===== src/rtl/tea_iter_core.sv =====
// Iterative TEA en/decryption core: one TEA cycle (two Feistel rounds) per enabled clock edge.
// Optional registered header comparator on decrypt results, built when TEA_HDR_CHECK_EN is defined.
module tea_iter_core #(
  parameter int unsigned ROUNDS = 32,
  parameter logic [31:0] DELTA  = 32'h9E37_79B9
`ifdef TEA_HDR_CHECK_EN
  ,
  parameter logic [63:0] HEADER = 64'h2550_4446_2D31_2E35
`endif
) (
  input  logic         clk,
  input  logic         rst,
  input  logic         ena,
  input  logic         encrypt,
  input  logic         in_valid,
  output logic         in_ready,
  input  logic [63:0]  in_block,
  input  logic [127:0] key,
  output logic         out_valid,
  input  logic         out_ready,
  output logic [63:0]  out_block
`ifdef TEA_HDR_CHECK_EN
  ,
  output logic         hdr_match
`endif
);

  localparam int unsigned     CntW       = $clog2(ROUNDS + 1);
  localparam logic [CntW-1:0] CntLast    = CntW'(ROUNDS - 1);
  localparam logic [31:0]     SumDecInit = DELTA * 32'(ROUNDS);

  typedef enum logic [1:0] {StIdle, StRun, StDone} state_e;

  function automatic logic [31:0] tea_f(input logic [31:0] x, input logic [31:0] s,
                                        input logic [31:0] ka, input logic [31:0] kb);
    return ((x << 4) + ka) ^ (x + s) ^ ((x >> 5) + kb);
  endfunction

  state_e          state_q, state_d;
  logic [CntW-1:0] cnt_q, cnt_d;
  logic [31:0]     sum_q, sum_d;
  logic [31:0]     v0_q, v0_d;
  logic [31:0]     v1_q, v1_d;
  logic [127:0]    key_q, key_d;
  logic            enc_q, enc_d;
  logic [63:0]     out_block_q, out_block_d;
  logic            out_valid_q, out_valid_d;

  logic [31:0] k0, k1, k2, k3;
  logic [31:0] enc_v0, enc_v1, dec_v0, dec_v1;
  logic [31:0] rnd_v0, rnd_v1, rnd_sum;
  logic        accept;

  assign k0 = key_q[127:96];
  assign k1 = key_q[95:64];
  assign k2 = key_q[63:32];
  assign k3 = key_q[31:0];

  // Gated by rst so the engine never advertises readiness while held in reset.
  assign in_ready  = rst & ena & (state_q == StIdle);
  assign accept    = in_valid & in_ready;
  assign out_valid = out_valid_q;
  assign out_block = out_block_q;

  always_comb begin
    enc_v0  = v0_q + tea_f(v1_q, sum_q, k0, k1);
    enc_v1  = v1_q + tea_f(enc_v0, sum_q, k2, k3);
    dec_v1  = v1_q - tea_f(v0_q, sum_q, k2, k3);
    dec_v0  = v0_q - tea_f(dec_v1, sum_q, k0, k1);
    rnd_v0  = enc_q ? enc_v0 : dec_v0;
    rnd_v1  = enc_q ? enc_v1 : dec_v1;
    rnd_sum = enc_q ? (sum_q + DELTA) : (sum_q - DELTA);
  end

`ifdef TEA_HDR_CHECK_EN
  logic hdr_match_q, hdr_match_d;
  assign hdr_match = hdr_match_q;
`endif

  always_comb begin
    state_d     = state_q;
    cnt_d       = cnt_q;
    sum_d       = sum_q;
    v0_d        = v0_q;
    v1_d        = v1_q;
    key_d       = key_q;
    enc_d       = enc_q;
    out_block_d = out_block_q;
    out_valid_d = out_valid_q;
`ifdef TEA_HDR_CHECK_EN
    hdr_match_d = hdr_match_q;
`endif
    if (ena) begin
      unique case (state_q)
        StIdle: begin
          if (accept) begin
            v0_d    = in_block[63:32];
            v1_d    = in_block[31:0];
            key_d   = key;
            enc_d   = encrypt;
            sum_d   = encrypt ? DELTA : SumDecInit;
            cnt_d   = '0;
            state_d = StRun;
          end
        end
        StRun: begin
          v0_d  = rnd_v0;
          v1_d  = rnd_v1;
          sum_d = rnd_sum;
          cnt_d = cnt_q + CntW'(1);
          if (cnt_q == CntLast) begin
            out_block_d = {rnd_v0, rnd_v1};
            out_valid_d = 1'b1;
`ifdef TEA_HDR_CHECK_EN
            hdr_match_d = !enc_q && ({rnd_v0, rnd_v1} == HEADER);
`endif
            state_d     = StDone;
          end
        end
        StDone: begin
          if (out_ready) begin
            out_valid_d = 1'b0;
`ifdef TEA_HDR_CHECK_EN
            hdr_match_d = 1'b0;
`endif
            state_d     = StIdle;
          end
        end
        default: state_d = StIdle;
      endcase
    end
  end

  always_ff @(posedge clk or negedge rst) begin
    if (!rst) begin
      state_q     <= StIdle;
      cnt_q       <= '0;
      sum_q       <= '0;
      v0_q        <= '0;
      v1_q        <= '0;
      key_q       <= '0;
      enc_q       <= 1'b0;
      out_block_q <= '0;
      out_valid_q <= 1'b0;
`ifdef TEA_HDR_CHECK_EN
      hdr_match_q <= 1'b0;
`endif
    end else begin
      state_q     <= state_d;
      cnt_q       <= cnt_d;
      sum_q       <= sum_d;
      v0_q        <= v0_d;
      v1_q        <= v1_d;
      key_q       <= key_d;
      enc_q       <= enc_d;
      out_block_q <= out_block_d;
      out_valid_q <= out_valid_d;
`ifdef TEA_HDR_CHECK_EN
      hdr_match_q <= hdr_match_d;
`endif
    end
  end

endmodule


===== config.mk =====
export PLATFORM = sky130hd
export DESIGN_NAME = tea_iter_core
export DESIGN_NICKNAME = d
export VERILOG_FILES = /design/src/rtl/tea_iter_core.sv
export SDC_FILE = /design/constraint.sdc
export NUM_CORES = 2
export LEC_CHECK = 0
export ABC_AREA = 1
export CAP_MARGIN = 20
export CORE_ASPECT_RATIO = 1.4
export CORE_MARGIN = 2
export CORE_UTILIZATION = 35
export DETAILED_ROUTE_END_ITERATION = 8
export GPL_TIMING_DRIVEN = 0
export PLACE_DENSITY = 0.58
export REMOVE_ABC_BUFFERS = 1
export SETUP_SLACK_MARGIN = 0.05
export SYNTH_ARGS = -nofsm -noshare
export SYNTH_HDL_FRONTEND = slang
export SYNTH_SLANG_ARGS = --single-unit

===== constraint.sdc =====
create_clock -name clk -period 13.25 [get_ports clk]
set_input_delay 1.9875 -clock clk [delete_from_list [all_inputs] [get_ports clk]]
set_output_delay 1.9875 -clock clk [all_outputs]
set_load 0.02 [all_outputs]

== After elaboration in Yosys (flattened, before gate mapping) ==
Index checks and enable logic that the tools add are counted.

* Equality and inequality tests: 6
* Muxes and demuxes: 19
* Bitwise operators: 11
* Reductions and logical operators: 8
* Add/sub/neg operators: 19

{| class="wikitable"
|+ Operator list
! kind !! count
|-
| adder 32 bit || 10
|-
| XOR 32 bit || 8
|-
| 2-to-1 mux 32 bit || 6
|-
| one-hot mux 32 bit (2 select lines) || 3
|-
| adder 27 x 32 -> 32 bit || 4
|-
| subtractor 32 bit || 2
|-
| adder 32 bit (second input constant) || 1
|-
| subtractor 32 bit (second input constant) || 1
|-
| 2-to-1 mux 31 bit || 1
|-
| one-hot mux 6 bit (2 select lines) || 1
|-
| AND reduction 3 bit || 3
|-
| AND reduction 4 bit || 2
|-
| adder 6 x 1 -> 6 bit (second input constant) || 1
|-
| equality test 6 x 5 -> 1 bit (second input constant) || 1
|-
| 2-to-1 mux 2 bit || 3
|-
| 2-to-1 mux 6 bit || 1
|-
| != test 2 bit (second input constant) || 3
|-
| one-hot mux 2 bit (3 select lines) || 1
|-
| nonzero test 2 bit || 2
|-
| bitwise AND 1 bit || 3
|-
| equality test 2 x 1 -> 1 bit (second input constant) || 1
|-
| equality test 2 bit (second input constant) || 1
|-
| zero test 2 bit || 1
|-
| 2-to-1 mux 1 bit || 2
|-
| one-hot mux 1 bit (2 select lines) || 1
|}

* Logic and storage cells: 72
* Output and inout port bits: 66
* Register bits after elaboration: 298

== Logic depth before layout (Yosys ltp) ==
* Word-level depth: 10
* Gate-level depth with buffers: 59
* Depth with buffers taken out: 59

== Worst setup path after synthesis ==
OpenSTA, ideal clock, no wires.

* Kind: register to register
* Start: register v1_q[0]
* End: register v1_q[31]
* Period minus slack after synthesis: 7463 ps
* Required time: 13129 ps
* Arrival time: 7341 ps
* Setup slack: 5787 ps
* Stages on the path, launching flop included: 51
* Buffers on the path: 0
* Cells stage by stage: dfrtp_1 -> ha_1 -> fa_1 -> nand2_1 -> nand2_1 -> a21oi_1 -> o221ai_1 -> a21oi_2 -> o21bai_2 -> nand3_1 -> nand2_1 -> nand2_1 -> nand2_2 -> a21oi_1 -> o21bai_1 -> xor2_1 -> xnor2_1 -> ha_1 -> (+15 left out) -> nand3_1 -> xnor3_1 -> xnor3_1 -> ha_1 -> inv_1 -> nor4_1 -> a221oi_1 -> nand2_1 -> xor2_1 -> inv_1 -> nand3_1 -> nand2_1 -> nand2_1 -> nand2_1 -> nand2_1 -> nand2_1 -> nand2_1 -> nand2_1

* Cells in the longest elaborated chain, start to end: 10

{| class="wikitable"
|+ RTL lines
! what !! RTL line !! RTL
|-
| start, declared || 43 || <nowiki>logic [31:0] v1_q, v1_d;</nowiki>
|-
| start signal, assigned || 153 || <nowiki>v1_q <= v1_d;</nowiki>
|-
| adder 32 bit || 36 || <nowiki>return ((x << 4) + ka) ^ (x + s) ^ ((x >> 5) + kb);</nowiki>
|-
| XOR 32 bit (2 in a row) || 36 ||
|-
| adder 32 bit || 66 || <nowiki>enc_v0 = v0_q + tea_f(v1_q, sum_q, k0, k1);</nowiki>
|-
| adder 32 bit || 36 ||
|-
| XOR 32 bit (2 in a row) || 36 ||
|-
| adder 32 bit || 67 || <nowiki>enc_v1 = v1_q + tea_f(enc_v0, sum_q, k2, k3);</nowiki>
|-
| 2-to-1 mux 32 bit * || 71 || <nowiki>rnd_v1 = enc_q ? enc_v1 : dec_v1;</nowiki>
|-
| one-hot mux 32 bit (2 select lines) * || 94 || <nowiki>unique case (state_q)</nowiki>
|}

Every way passes the cells marked *; elsewhere a longest branch is shown, timed or not.
A chain may end at the register's enable or synchronous reset.

== Final worst setup path ==
* Start: register v1_q[5]
* End: register out_block_q[31] (netlist: out_block[31])

* Cells in the longest elaborated chain, start to end: 9

{| class="wikitable"
|+ RTL lines
! what !! RTL line !! RTL
|-
| adder 32 bit || 36 ||
|-
| XOR 32 bit (2 in a row) || 36 ||
|-
| adder 32 bit || 66 ||
|-
| adder 32 bit || 36 ||
|-
| XOR 32 bit (2 in a row) || 36 ||
|-
| adder 32 bit || 67 ||
|-
| 2-to-1 mux 32 bit * || 71 ||
|-
| end signal, assigned || 156 || <nowiki>out_block_q <= out_block_d;</nowiki>
|-
| end, declared || 46 || <nowiki>logic [63:0] out_block_q, out_block_d;</nowiki>
|}

Marks and branches as above.

==> results.py <==
metrics = {
    "run_status": {
        "status": "complete, no violations",
    },
    "timing": {
        "drv_slew": 0,
        "fin_skew_ns": 0.0368,
        "setup_ws_ns": 2.94,
        "tightest_slew_ns": 1.06,
        "timing.fmax_mhz": 97.0,
        "slew_headroom": 0.287,
        "whs_ns": 0.476,
        "hold_violations": 0,
        "finalCritPeriodShare": 0.778,
        "rsz0062_at_grt": "no",
        "setup_viol": 0,
        "fin_crit_ns": 10.31,
    },
    "route": {
        "vias": 38200,
        "avgRoutedWirePerCell_um": 22.6,
        "routed_wl_mm": 164,
        "drc_errors": 0,
        "drtIter0Drc": 2797,
        "ant_nets": 0,
        "dr.pass1.iters": 6,
        "viasPerCell": 5.28,
    },
    "finish": {
        "final_nets": 6480,
        "nFillCells": 11700,
        "areaGrowthSynthToFinish_pct": 14.4,
        "fin_util": 0.403,
        "final_common_cell": "nand2_1",
        "final_cell_mix": "nand2_1, a21oi_1, ha_1",
        "drive_gt1_frac": 0.0459,
    },
    "worst_setup_path": {
        "endpoint_kind": "flip-flop",
        "r2r_end": "out_block[31]",
        "timing.rr.start": "v1_q[5]",
        "setup.worst_path.start_class": "flip-flop",
        "cp_slowest_cell": "xor2_1",
        "path_max_fanout": 6,
        "arrival_ns": 10.79,
        "cp_slowest_stage_delay_ns": 0.64,
        "rrSetupSlack_ns": 2.94,
        "crit_required_ns": 13.73,
        "cp_common_cell": "nand2_1",
        "r2r_cells": 46,
        "critPathKind": "reg -> reg",
    },
    "placed_design": {
        "io_buffers": 263,
        "dp_slack_ns": 3.32,
        "detailed_place_hpwl_mm": 137,
        "gp_congestion": 0.975,
    },
    "clock_tree": {
        "clk_pin_slew_worst_paths_ns": 0.06,
        "cts.path.max_buffers": 3,
        "post_cts.repair.setup_buffers": 0,
        "cts_sinks": 298,
        "cts_resized": 0,
        "htree_levels": 2,
        "cts_root_buffer": "clkbuf_16",
        "hold_buffers": 0,
        "cts_made_buffers": 36,
        "clkLatencyLatePin_ns": 0.61,
        "cts_tree": "built",
    },
    "grt": {
        "grt_usage": 0.284,
        "grt_max_degree": 109,
        "grt_remaining_overflow": 0,
        "grt_antenna_before_repair": 0,
        "grt_pass1_vias": 36700,
        "grt_pass1_wl_mm": 239,
    },
    "min_path": {
        "whs_endpoint": "out_block[62]",
        "min_path_type": "reg -> reg",
        "hold_start": "out_block[62]",
        "holdPathStages": 2,
    },
    "logic_synthesis": {
        "syn_avg_cell_area_sq_um": 7.02,
        "ys_seq_area_frac": 0.192,
        "ys.flop_type": "dfrtp_1",
        "synth_cell_types": 70,
        "synth_edf_count": 0,
        "ys_ff_latch": 298,
        "syn_area_sq_um": 38800,
        "yosysWarnings": 0,
        "synth-async-reset-ratio": 1.00,
        "synth_cells": 5528,
    },
    "die": {
        "dieArea_sq_um": 114000,
        "core_area_sq_um": 110000,
        "die_w_um": 285,
        "boundaryPins": 264,
        "initial_core_util": 0.352,
        "die_h_um": 398,
        "rows": 144,
    },
    "run": {
        "maxCapViolCount": 0,
    },
}
-- worst max path at each step --
stage,start,end,slack [ns],cells after the start
floorplan,ena,v0_q[10],4.23,7
global placement,rst,v0_q[10],-13.82,6
detailed placement,v1_q[5],v1_q[31],3.32,46
CTS,v1_q[5],out_block[31],3.29,46
global route,v1_q[0],out_block[31],2.25,50
finish,v1_q[5],out_block[31],2.94,46
-- cells in the mapped netlist, types with 13 or more instances --
master    count  area [sq um]
inv_2        21          78.8
clkbuf_1     71           267
o21a_1       34           255
o31ai_1      14           105
inv_1       492          1850
xor2_1      408          3570
nor4_1       14          87.6
ha_1        517          6470
o21ai_0     309          1550
a21boi_1     15           113
a21oi_2      34           298
o21bai_1     18           135
a31oi_1      40           250
o221ai_1     14           123
a21o_1       25           188
o21ai_1      76           380
xnor2_1     238          2080
dfrtp_1     298          7460
a21oi_1     527          2640
a21boi_2     13           146
nand2_1    1471          5520
nor2_1      270          1010
o211ai_1     14           105
or2_1        15          93.8
nand3_1     199           996
nand4_1      38           238
nand2_2      22           138
o21ai_2      41           359
fa_1         17           340
nor3_1       56           280
a22oi_1      62           465
-- critical path: cells and delay by family (launching register included) --
| kind | cells | cell delay (ns) |
|---|---|---|
| AO/OA/AOI/OAI | 9 | 2.10 |
| buffers and inverters | 4 | 0.31 |
| AND/OR/NAND/NOR | 20 | 3.08 |
| adder cells (fa/ha/maj) | 5 | 1.72 |
| XOR/XNOR | 8 | 2.36 |
| flip-flops | 1 | 0.62 |
-- flip-flops by register name, indices dropped and copies added (netlist names) --
signal and count:
key_q 128, state_q 2, v0_q 32, out_block 64
out_valid 1, enc_q 1, sum_q 32, cnt_q 6
v1_q 32
-- stage by stage --
step,setup TNS (ns),instances,instance area [sq um]
CTS,0,7235,44400
global route,0,7235,44400
floorplan,0,5437,38400
finish,0,7236,44400
detailed placement,0,7170,43100
global placement,-4203.92,7160,42900
-- cells by family (layout without fill, tap and decap cells) --
group	after synthesis	in the layout	share of synthesized area
mux	1	1	0.000258
fa+ha+maj	534	534	0.175
buf+inv	606	853	0.0602
compound gates	1288	1288	0.195
xor+xnor	649	649	0.148
simple gates	2152	2152	0.229
flops	298	298	0.192
other cells	0	1	0
-- routing by layer --
layer  wire length, um  vias up  global-route usage  share of wire
li1                  -    19200                   -              -
met1             68300    17700               0.344           0.42
met2             76000     1094               0.480           0.46
met3              6240      302              0.0207          0.038
met4             13200        0               0.191          0.080
met5                 0        -                   0              0
-- layout make-up --
type / count / area (sq um) / area share
clock inverters: 21 / 231 / 0.00522
repair buffers: 273 / 2870 / 0.0646
diodes: 1 / 2.50 / 0.0000564
inverters: 515 / 1940 / 0.0438
multi-input cells: 4624 / 29000 / 0.654
flip-flops and latches: 298 / 7460 / 0.168
well taps: 1460 / 1830 / 0.0412
clock buffers: 44 / 1010 / 0.0228
Power is left out: the tool's default activity adds up to more than one toggle a clock period on the data nets, which glitch-free logic cannot reach.
